--- src/rtl/wb_arbiter.sv ---
// Register-file writeback arbiter: merges core writebacks with buffered
// accelerator results onto one RF write port, with a starvation guard.
module wb_arbiter #(
    parameter int XLEN           = 32,
    parameter int REG_ADDR_W     = 5,
    parameter int ACC_FIFO_DEPTH = 4,
    parameter int STARVE_LIMIT   = 8
) (
    input  logic                  clk,
    input  logic                  rst_n,
    input  logic                  core_wb_valid,
    input  logic [1:0]            core_wb_sel,
    input  logic [XLEN-1:0]       alu_result,
    input  logic [XLEN-1:0]       load_data,
    input  logic [XLEN-1:0]       pc_plus4,
    input  logic [REG_ADDR_W-1:0] core_rd,
    output logic                  core_stall,
    input  logic                  acc_valid,
    output logic                  acc_ready,
    input  logic [REG_ADDR_W-1:0] acc_rd,
    input  logic [XLEN-1:0]       acc_data,
    output logic                  acc_pending,
    output logic                  rf_we,
    output logic [REG_ADDR_W-1:0] rf_waddr,
    output logic [XLEN-1:0]       rf_wdata
);

    localparam int PTR_W = $clog2(ACC_FIFO_DEPTH);
    localparam int CNT_W = PTR_W + 1;
    localparam int ST_W  = $clog2(STARVE_LIMIT + 1);
    localparam logic [CNT_W-1:0] FULL_CNT = CNT_W'(ACC_FIFO_DEPTH);
    localparam logic [ST_W-1:0]  ST_MAX   = ST_W'(STARVE_LIMIT);

    typedef enum logic [1:0] {
        GRANT_IDLE,
        GRANT_CORE,
        GRANT_ACC,
        GRANT_FORCE
    } grant_t;

    grant_t                grant;
    logic [XLEN-1:0]       mem_data [ACC_FIFO_DEPTH];
    logic [REG_ADDR_W-1:0] mem_rd   [ACC_FIFO_DEPTH];
    logic [PTR_W-1:0]      wr_ptr;
    logic [PTR_W-1:0]      rd_ptr;
    logic [CNT_W-1:0]      count;
    logic [ST_W-1:0]       starve_cnt;
    logic                  not_empty;
    logic                  push;
    logic                  pop;
    logic [XLEN-1:0]       core_data;

    assign not_empty   = (count != '0);
    assign acc_ready   = (count != FULL_CNT);
    assign acc_pending = not_empty;
    // Results addressed to x0 finish the handshake but are dropped here.
    assign push        = acc_valid && acc_ready && (acc_rd != '0);
    assign pop         = (grant == GRANT_ACC) || (grant == GRANT_FORCE);
    assign core_stall  = (grant == GRANT_FORCE);

    always_comb begin
        core_data = '0;
        case (core_wb_sel)
            2'd0:    core_data = alu_result;
            2'd1:    core_data = load_data;
            2'd2:    core_data = pc_plus4;
            default: core_data = '0;
        endcase
    end

    always_comb begin
        grant = GRANT_IDLE;
        if (not_empty && starve_cnt == ST_MAX) begin
            grant = GRANT_FORCE;
        end else if (core_wb_valid) begin
            grant = GRANT_CORE;
        end else if (not_empty) begin
            grant = GRANT_ACC;
        end
    end

    // Storage carries no reset; validity is tracked entirely by count.
    always_ff @(posedge clk) begin
        if (push) begin
            mem_data[wr_ptr] <= acc_data;
            mem_rd[wr_ptr]   <= acc_rd;
        end
    end

    always_ff @(posedge clk) begin
        if (!rst_n) begin
            wr_ptr     <= '0;
            rd_ptr     <= '0;
            count      <= '0;
            starve_cnt <= '0;
        end else begin
            if (push) wr_ptr <= wr_ptr + 1'b1;
            if (pop)  rd_ptr <= rd_ptr + 1'b1;
            if (push && !pop)      count <= count + 1'b1;
            else if (pop && !push) count <= count - 1'b1;
            if (pop || !not_empty) begin
                starve_cnt <= '0;
            end else if (grant == GRANT_CORE && starve_cnt != ST_MAX) begin
                starve_cnt <= starve_cnt + 1'b1;
            end
        end
    end

    always_ff @(posedge clk) begin
        if (!rst_n) begin
            rf_we    <= 1'b0;
            rf_waddr <= '0;
            rf_wdata <= '0;
        end else begin
            case (grant)
                GRANT_CORE: begin
                    rf_we    <= (core_rd != '0);
                    rf_waddr <= core_rd;
                    rf_wdata <= core_data;
                end
                GRANT_ACC, GRANT_FORCE: begin
                    rf_we    <= 1'b1;
                    rf_waddr <= mem_rd[rd_ptr];
                    rf_wdata <= mem_data[rd_ptr];
                end
                default: rf_we <= 1'b0;
            endcase
        end
    end

endmodule

--- config.mk ---
export PLATFORM = sky130hd
export DESIGN_NAME = wb_arbiter
export DESIGN_NICKNAME = d
export VERILOG_FILES = /design/src/rtl/wb_arbiter.sv
export SDC_FILE = /design/constraint.sdc
export NUM_CORES = 1
export LEC_CHECK = 0
export CAP_MARGIN = 20
export CORE_UTILIZATION = 25
export DETAILED_ROUTE_END_ITERATION = 8
export GPL_TIMING_DRIVEN = 0
export PLACE_DENSITY = 0.56
export SLEW_MARGIN = 20
export SYNTH_ARGS = -nofsm -noshare
export SYNTH_HDL_FRONTEND = slang
export SYNTH_SLANG_ARGS = --single-unit
export TNS_END_PERCENT = 20
--- constraint.sdc ---
create_clock -name clk -period 2.75 [get_ports clk]
set_input_delay 0.825 -clock clk [delete_from_list [all_inputs] [get_ports clk]]
set_output_delay 0.825 -clock clk [all_outputs]
set_load 0.1 [all_outputs]
==> impl_metrics.tcl <==
set metrics [dict create \
    syn_avg_cell_area_um2 15.5 \
    vias_per_cell 4.33 \
    drive_gt1_frac 0.137 \
    peakVddDrop_uv 423 \
    arrival_ns 1.89 \
    ys_warn_count 0 \
    grt-ovfl-total 0 \
    worst_path_dominant_cell_family "buffers and inverters" \
    period_needed_ns 2.71 \
    power_density_mw_per_mm2 844 \
    cts_buffers 17 \
    htree_levels 4 \
    nets 890 \
    grt_start_max_net_pins 38 \
    p_leak_nw 4.06 \
    seqCellArea_mm2 0.00547 \
    routabilityCongestion 0.732 \
    hp-start "starve_cnt[0]$_SDFFE_PP0P_" \
    ys_types 37 \
    max_freq_mhz 369 \
    crit_buf_inv 1 \
    hold_viol 0 \
    synth_fp_nets 689 \
    p_total_mw 9.54 \
    grt_pass1_wl_um 33800 \
    rr_startpoint "starve_cnt[0]$_SDFFE_PP0P_" \
    cpMaxStageDelayCell "clkdlybuf4s50_1" \
    die_area_mm2 0.0340 \
    slowest_delay_ns 1.14 \
    areaGrowthSynthToFinish_pct 35.9 \
    drt_iter0_markers 239 \
    initial_core_util 0.255 \
    wirelength_um 22700 \
    antenna_found_initial 7 \
    period_share 0.986 \
    cts.sinks 199 \
    dp_hpwl_um 16200 \
    worst_pin_slew_ns 1.05 \
    rsz0062_at_grt "true" \
    ys_ff_latch 199 \
    die_height_um 184 \
    critPathMaxFanout 2 \
    nFillCells 3165 \
    first_pass_iters 4 \
    crit_path_start "rf_wdata[8]$_SDFFE_PN0P_" \
    cp-end-kind "output pin" \
    synth_area_leaders "edfxtp_1 53%, dfxtp_1 12%, mux4_2 10%" \
    coreArea_mm2 0.0326 \
    yosys-top-cells-count "148 x edfxtp_1, 51 x dfxtp_1, 37 x a22oi_1, 37 x mux4_2, 37 x nor2_1" \
    vias 5170 \
    critPathRequiredTime_ns 1.93 \
    port_buffers 181 \
    synth_edf_count 148 \
    grt_util_all_layers 0.137 \
    hold_buffers 0 \
    insertion_delay_ns 0.42 \
    status "complete, no violations" \
    path_class "flip-flop to output pin" \
    remaining_drc_errors 0 \
    post_dp_cell_area_mm2 0.0107 \
    synth_top_area_cell "edfxtp_1" \
    slew_headroom 0.300 \
    maxCapViolations 0 \
    setup_violations 0 \
    startpoint_type "flip-flop" \
    stdcell_area_mm2 0.0113 \
    num_rows 66 \
    skew_ns 0.0109 \
    avgRoutedWirePerCell_um 19.0 \
    slew_violations 0 \
    yosysSeqAreaShare 0.657 \
    ant_nets 0 \
    synthesis.area_mm2 0.00832 \
    postSynthCellCount 537 \
    whs_ns 0.474 \
    post-synth-top-count-cell "edfxtp_1" \
    utilization 0.347 \
    crit_chain "clkdlybuf4s50_1" \
    async_reset_ff_frac 0 \
    hp-class "flip-flop to flip-flop" \
    post_cts.repair.setup_buffers 0 \
    multi_input_area_mm2 0.00264 \
    boundaryPins 185 \
    grt_pass1_vias 5457 \
    synthFlopType "edfxtp_1" \
    root_buffer "clkbuf_16" \
    clk_pin_slew_ns 0.07 \
    yosysTopAreaCellShare 0.534 \
    clockBufferDepth 2 \
    cts_tree "built" \
    die_w_um 184 \
]
-- logic make-up (layout without fill, tap and decap cells) --
| logic type | Yosys count | after routing | share of synthesized area |
|---|---|---|---|
| xor gates and xnor gates | 6 | 6 | 0.00632 |
| other | 0 | 2 | 0 |
| and+or+nand+nor | 95 | 95 | 0.0621 |
| AOI/OAI and AO/OA | 115 | 115 | 0.0941 |
| muxes | 71 | 71 | 0.141 |
| DFF | 199 | 199 | 0.657 |
| adders and majority gates | 8 | 8 | 0.0129 |
| buffers and inverters | 43 | 257 | 0.0266 |
-- final cells by class --
cell class | instances | area share
diodes | 2 | 0.000443
plain buffers | 35 | 0.0172
clock buffers | 18 | 0.0380
clock inverters | 14 | 0.0165
inverters | 8 | 0.00266
multi-input cells | 295 | 0.234
flip-flops and latches | 199 | 0.483
well taps | 442 | 0.0489
repair buffers | 182 | 0.159
-- what timing repair did --
action                                  4_1_cts  5_1_grt
endpoints found under the setup margin       92        9
pin swaps                                     0        1
gates cloned                                  0        0
gates resized for setup                      46       10
-- path summary, 6_finish.rpt --
check             cells past startpoint  slack (ns)                         end
setup / recovery                      1        0.04                 rf_wdata[8]
hold / removal                        1        0.47  starve_cnt[0]$_SDFFE_PP0P_
setup reg to reg                     12        0.18       count[2]$_SDFFE_PN0P_
hold reg to reg                       1        0.47  starve_cnt[0]$_SDFFE_PP0P_
-- per-layer routing --
| layer | routed length, µm | up-vias | part of all wire | global-route usage |
|---|---|---|---|---|
| met5 | 34 | - | 0.0015 | 0 |
| met4 | 146 | 6 | 0.0064 | 0.0280 |
| met3 | 874 | 16 | 0.038 | 0.0332 |
| met2 | 11800 | 84 | 0.52 | 0.244 |
| met1 | 9890 | 2599 | 0.44 | 0.168 |
| li1 | - | 2465 | - | - |
-- cells in the final DEF (no fill, tap or decap), types with 11 or more instances in the layout --
cell type / instances
dlygate4sd2_1: 35
o21ai_0: 34
a21boi_1: 34
clkdlybuf4s50_1: 136
a22oi_1: 37
edfxtp_1: 148
nor2_1: 37
mux4_2: 37
and2_1: 36
buf_2: 11
clkbuf_16: 17
mux2i_1: 34
clkbuf_1: 16
dfxtp_1: 51
-- sequential cells by signal, summed over array words and instances (netlist names), named ones only --
register    cells
rf_waddr        5
starve_cnt      4
count           3
mem_data      128
wr_ptr          2
rf_we           1
rf_wdata       32
mem_rd         20
rd_ptr          2
-- through the flow --
stage | instances | setup TNS [ns] | setup slack [ns]
after CTS | 1193 | 0 | 0.00146
after global routing | 1195 | -0.0462 | -0.0462
final | 1195 | 0 | 0.0373
after floorplan | 537 | 0 | 0.0164
after detailed placement | 1161 | -62.22 | -0.654
after global placement | 1160 | -90.41 | -0.615
-- power by group --
| part | total (mW) | internal [mW] | switching (mW) |
|---|---|---|---|
| registers | 3.79 | 3.64 | 0.150 |
| clock network | 2.56 | 1.39 | 1.17 |
| logic | 3.19 | 1.13 | 2.06 |
Note: power is estimated with default switching activity, not from simulation.
==> RTL edit 1, RTL diff (same flow settings) <==
Set the parameter `REG_ADDR_W` to 6 (it was 5).
--- a/src/rtl/wb_arbiter.sv
+++ b/src/rtl/wb_arbiter.sv
@@ -3,5 +3,5 @@
 module wb_arbiter #(
     parameter int XLEN           = 32,
-    parameter int REG_ADDR_W     = 5,
+    parameter int REG_ADDR_W     = 6,
     parameter int ACC_FIFO_DEPTH = 4,
     parameter int STARVE_LIMIT   = 8
Ports: changed (resized acc_rd, core_rd and rf_waddr); port bits go from 185 to 188. The function was not compared with the original's and may differ.
==> RTL edit 1 against the original RTL <==
- first-iteration DRC count up 15%
- sequential share of layout area down 0.44 points
- count of clock-buffer cells in the layout up 11
- fmax up 0.62%
- critical path type is now in -> reg
- sequential cell count up 5
- sequential power up 3%
- power up 11%
- setup slack better by 0.017 ns
- critical path depth up 9
- largest power group unchanged
- wire length up 12%
- design area up 3.5%
- critical endpoint is now count[2]$_SDFFE_PN0P_
- global-route usage up 0.81 points
- area after synthesis up 2.3%
==> RTL edit 1: results (changes against the original RTL) <==
----------------------------------------------------
[Synth]
  Cell types occupying the most area after synthesis ... sky130_fd_sc_hd__edfxtp_1 54%, sky130_fd_sc_hd__dfxtp_1 12%, sky130_fd_sc_hd__mux4_2 10%
  Share of the yosys chip area belonging to registers ... 0.658 (+0.00159)
  Mapped Avg Cell Area ... 15.3 sq um (-1.2%)

[Critical path]
  Startpoint of the most critical setup path ... acc_rd[3]
  Crit path max fanout ... 7 (+5)
  Worst r2r path cells ... 6 (-6)
  Worst flop-to-flop path startpoint ... count[1]$_SDFFE_PN0P_
  Endpoint of the worst setup timing path ... count[2]$_SDFFE_PN0P_
  Reg2Reg Setup Slack ... 0.28 ns (+0.10 ns)
  Reg2Reg Capture Point ... rf_wdata[23]$_SDFFE_PN0P_

[Clock tree]
  Number of buffers created by CTS ... 23 (+6)
  Clock tree buffer depth ... 3 (+1)

[Min path]
  Hold Path Depth ... 2 (+1)

[Placement]
  Number of placed instances with taps included ... 1187 (+2.2%)
  Dpl hpwl ... 17.7 mm (+9.5%)
  Setup WS pre-CTS ... -0.800 ns (-0.146 ns)

[Power and ir drop]
  Leakage power ... 0.00414 uW (+2.2%)
  Worst VDD drop ... 359 uV (-15%)

[Global routing]
  Met1 demand-to-capacity share in global routing ... 0.186 (+0.0185)
  Maximum number of pins on one net before global-route repair ... 39 (+2.6%)
  Via count of the first global-routing pass ... 5931 (+8.7%)
  Grt met2 use ... 0.253 (+0.00878)

[Detailed routing]
  Avg WL per Cell ... 20.7 microns (+8.9%)
  Routed vias ... 5475 (+5.9%)
  First DRT Iteration DRCs ... 276 (+15%)
  Routed length on met3 ... 1.46 mm (+68%)
  Amount of wire on met2 after detailed routing ... 12.5 mm (+6.4%)

[Status]
  Result of the run ... finished, final reports clean

[Final layout]
  Net count of the finished layout ... 918 (+3.1%)

----------------------------------------------------
RTL edit 1: cell count changes after synthesis, moves of 3 or more:
cell                       unedited run  this run
sky130_fd_sc_hd__a22oi_1             37        32
sky130_fd_sc_hd__a21boi_0             6        14
sky130_fd_sc_hd__clkbuf_1            15        20
sky130_fd_sc_hd__nand2_1              5        36
sky130_fd_sc_hd__and2_1              36        24
sky130_fd_sc_hd__edfxtp_1           148       152
sky130_fd_sc_hd__o21ai_0             34        31
sky130_fd_sc_hd__a21boi_1            34        20
sky130_fd_sc_hd__nor2_1              37        26
sky130_fd_sc_hd__a21oi_1              0         5
sky130_fd_sc_hd__and2_2               4         0
RTL edit 1: timing repair:
| action | in CTS | in global routing |
|---|---|---|
| pin swaps | 0 | 2 |
| hold endpoints to repair | 0 | 0 |
| resized for setup | 60 | 6 |
| endpoints found under the setup margin | 162 | 2 |
RTL edit 1: stage by stage:
stage	util	setup TNS (ns)	hold slack, ns	total power (uW)	cell area, sq um
2_1_floorplan	-	-4.41	0.430	6400	8540
3_3_place_gp	0.326	-182.21	0.439	7510	10900
3_5_place_dp	0.326	-86.55	0.441	7550	10900
4_1_cts	0.349	0	0.448	10700	11700
5_1_grt	0.349	-0.0136	0.482	11000	11700
6_report	0.349	0	0.447	10600	11700
RTL edit 1: area by class of cell:
| class | count | area share |
|---|---|---|
| sequential | 204 | 0.479 |
| multi-input combinational | 307 | 0.234 |
| timing repair buffer | 183 | 0.151 |
| clock buffer | 29 | 0.0528 |
| tap | 448 | 0.0479 |
| clock inverter | 12 | 0.0167 |
| buffer | 35 | 0.0152 |
| inverter | 10 | 0.00342 |
RTL edit 1: cell families after synthesis:
family	synth area share
flops	0.658
xor+xnor	0.00617
buf+inv	0.0244
simple gates	0.0583
mux	0.143
fa+ha+maj	0.0126
compound gates	0.0971
==> RTL edit 2, RTL diff (same settings) <==
Without the edit above. Reset style: asynchronous (`rst_n`), changed in 2 clocked blocks.
--- a/src/rtl/wb_arbiter.sv
+++ b/src/rtl/wb_arbiter.sv
@@ -88,5 +88,5 @@
     end
 
-    always_ff @(posedge clk) begin
+    always_ff @(posedge clk or negedge rst_n) begin
         if (!rst_n) begin
             wr_ptr     <= '0;
@@ -107,5 +107,5 @@
     end
 
-    always_ff @(posedge clk) begin
+    always_ff @(posedge clk or negedge rst_n) begin
         if (!rst_n) begin
             rf_we    <= 1'b0;
Check against the original RTL: differs if rst_n is asserted again (counterexample within 4 cycles, from zero or initial values and one cycle with rst_n low); with rst_n held inactive, the same outputs for 4 cycles.
==> RTL edit 2 against the original RTL <==
- sequential share of layout area is 2.0 points higher
- first-iteration DRC count up 2.9%
- area after synthesis fell by 0.77%
- design area down 0.39%
- fmax grew 0.23%
- sequential cell count is 2 lower
- power grew 22%
- wire length decreased by 0.55%
- utilization about the same
- combinational power is 48% higher
- setup slack improved by 0.0063 ns
- largest cell class unchanged
- highest routed layer is now met4
==> RTL edit 2: results (changes against the original RTL) <==
----------------------------------------------------
[Synth]
  Commonest cells post-synth ... 148 x sky130_fd_sc_hd__edfxtp_1, 66 x sky130_fd_sc_hd__nand2_1, 49 x sky130_fd_sc_hd__dfrtp_1, 40 x sky130_fd_sc_hd__a21oi_1, 40 x sky130_fd_sc_hd__nor2_1
  Gate count after technology mapping ... 530 (-1.3%)
  Post-Syn Nets ... 682 (-1.0%)
  Synthesized-area fraction occupied by ao, oa, aoi and oai cells ... 0.0626 (-0.0316)
  Share of the yosys chip area belonging to registers ... 0.687 (+0.0299)
  Mux share of post-synthesis cell area ... 0.143 (+0.00185)

[Power and ir drop]
  Portion of total power attributed to combinational logic ... 0.406 (+0.071)
  Sequential cell power ... 4260 uW (+12%)
  Leakage power ... 0.00408 uW (+0.61%)

[Detailed routing]
  Post-route met1 wirelength ... 10.6 mm (+7.1%)
  Routed vias ... 5190 (+0.39%)
  First DRT Iteration DRCs ... 246 (+2.9%)
  Amount of wire on met2 after detailed routing ... 10.7 mm (-9.5%)
  Detailed Route WL ... 22.6 mm (-0.55%)

[Global routing]
  Global-route wire length before repair ... 34.1 mm (+1.0%)
  Met1 demand-to-capacity share in global routing ... 0.187 (+0.0192)
  Via count of the first global-routing pass ... 5500 (+0.79%)
  Number of antenna violations at the first check in global routing ... 0 (-7)
  Grt met2 use ... 0.223 (-0.0209)
  Met3 Resource Use GR ... 0.0390 (+0.00583)

[Critical path]
  Startpoint of the most critical setup path ... rf_we$_DFF_PN0_
  Crit path max fanout ... 1 (-1)
  Worst r2r path cells ... 9 (-3)
  Reg2Reg Capture Point ... count[1]$_DFFE_PN0P_
  Endpoint of the worst setup timing path ... rf_we

[Placement]
  RePlAce Congestion ... 0.758 (+3.6%)
  Setup WS pre-CTS ... -0.573 ns (+0.0809 ns)
  Number of placed instances with taps included ... 1155 (-0.52%)

[Timing]
  Final Skew ... 0.0185 ns (+0.00762 ns)
  WHS ... 0.265 ns (-0.208 ns)
  Worst-case headroom to the max-slew limit ... 0.330 (+0.0297)

[Final layout]
  Fraction of layout cells with a size suffix above 1 ... 0.146 (+0.00896)
  Net count of the finished layout ... 885 (-0.56%)

[Min path]
  Classification of the worst-slack hold path ... in -> async

[Status]
  Result of the run ... finished, final reports clean

[Clock tree]
  Setup Fix Bufs, Post-CTS ... 1 (+1)

----------------------------------------------------
==> RTL edit 2: changes by cell type after synthesis, moves of 6 or more <==
cell / before / now
sky130_fd_sc_hd__nand2_1: 5 / 66
sky130_fd_sc_hd__dfxtp_1: 51 / 0
sky130_fd_sc_hd__dfrtp_1: 0 / 49
sky130_fd_sc_hd__a21oi_1: 0 / 40
sky130_fd_sc_hd__a22oi_1: 37 / 0
sky130_fd_sc_hd__and2_1: 36 / 1
sky130_fd_sc_hd__a21boi_1: 34 / 0
sky130_fd_sc_hd__o21ai_0: 34 / 3
sky130_fd_sc_hd__o211ai_1: 0 / 29
sky130_fd_sc_hd__a21boi_0: 6 / 0
==> RTL edit 2: cell type report <==
type                            count  area share
Sequential cell                   197       0.503
Multi-Input combinational cell    294       0.215
Timing Repair Buffer              184       0.160
Tap cell                          442      0.0491
Clock buffer                       17      0.0378
Clock inverter                     15      0.0189
Buffer                             30      0.0131
Inverter                            9     0.00300
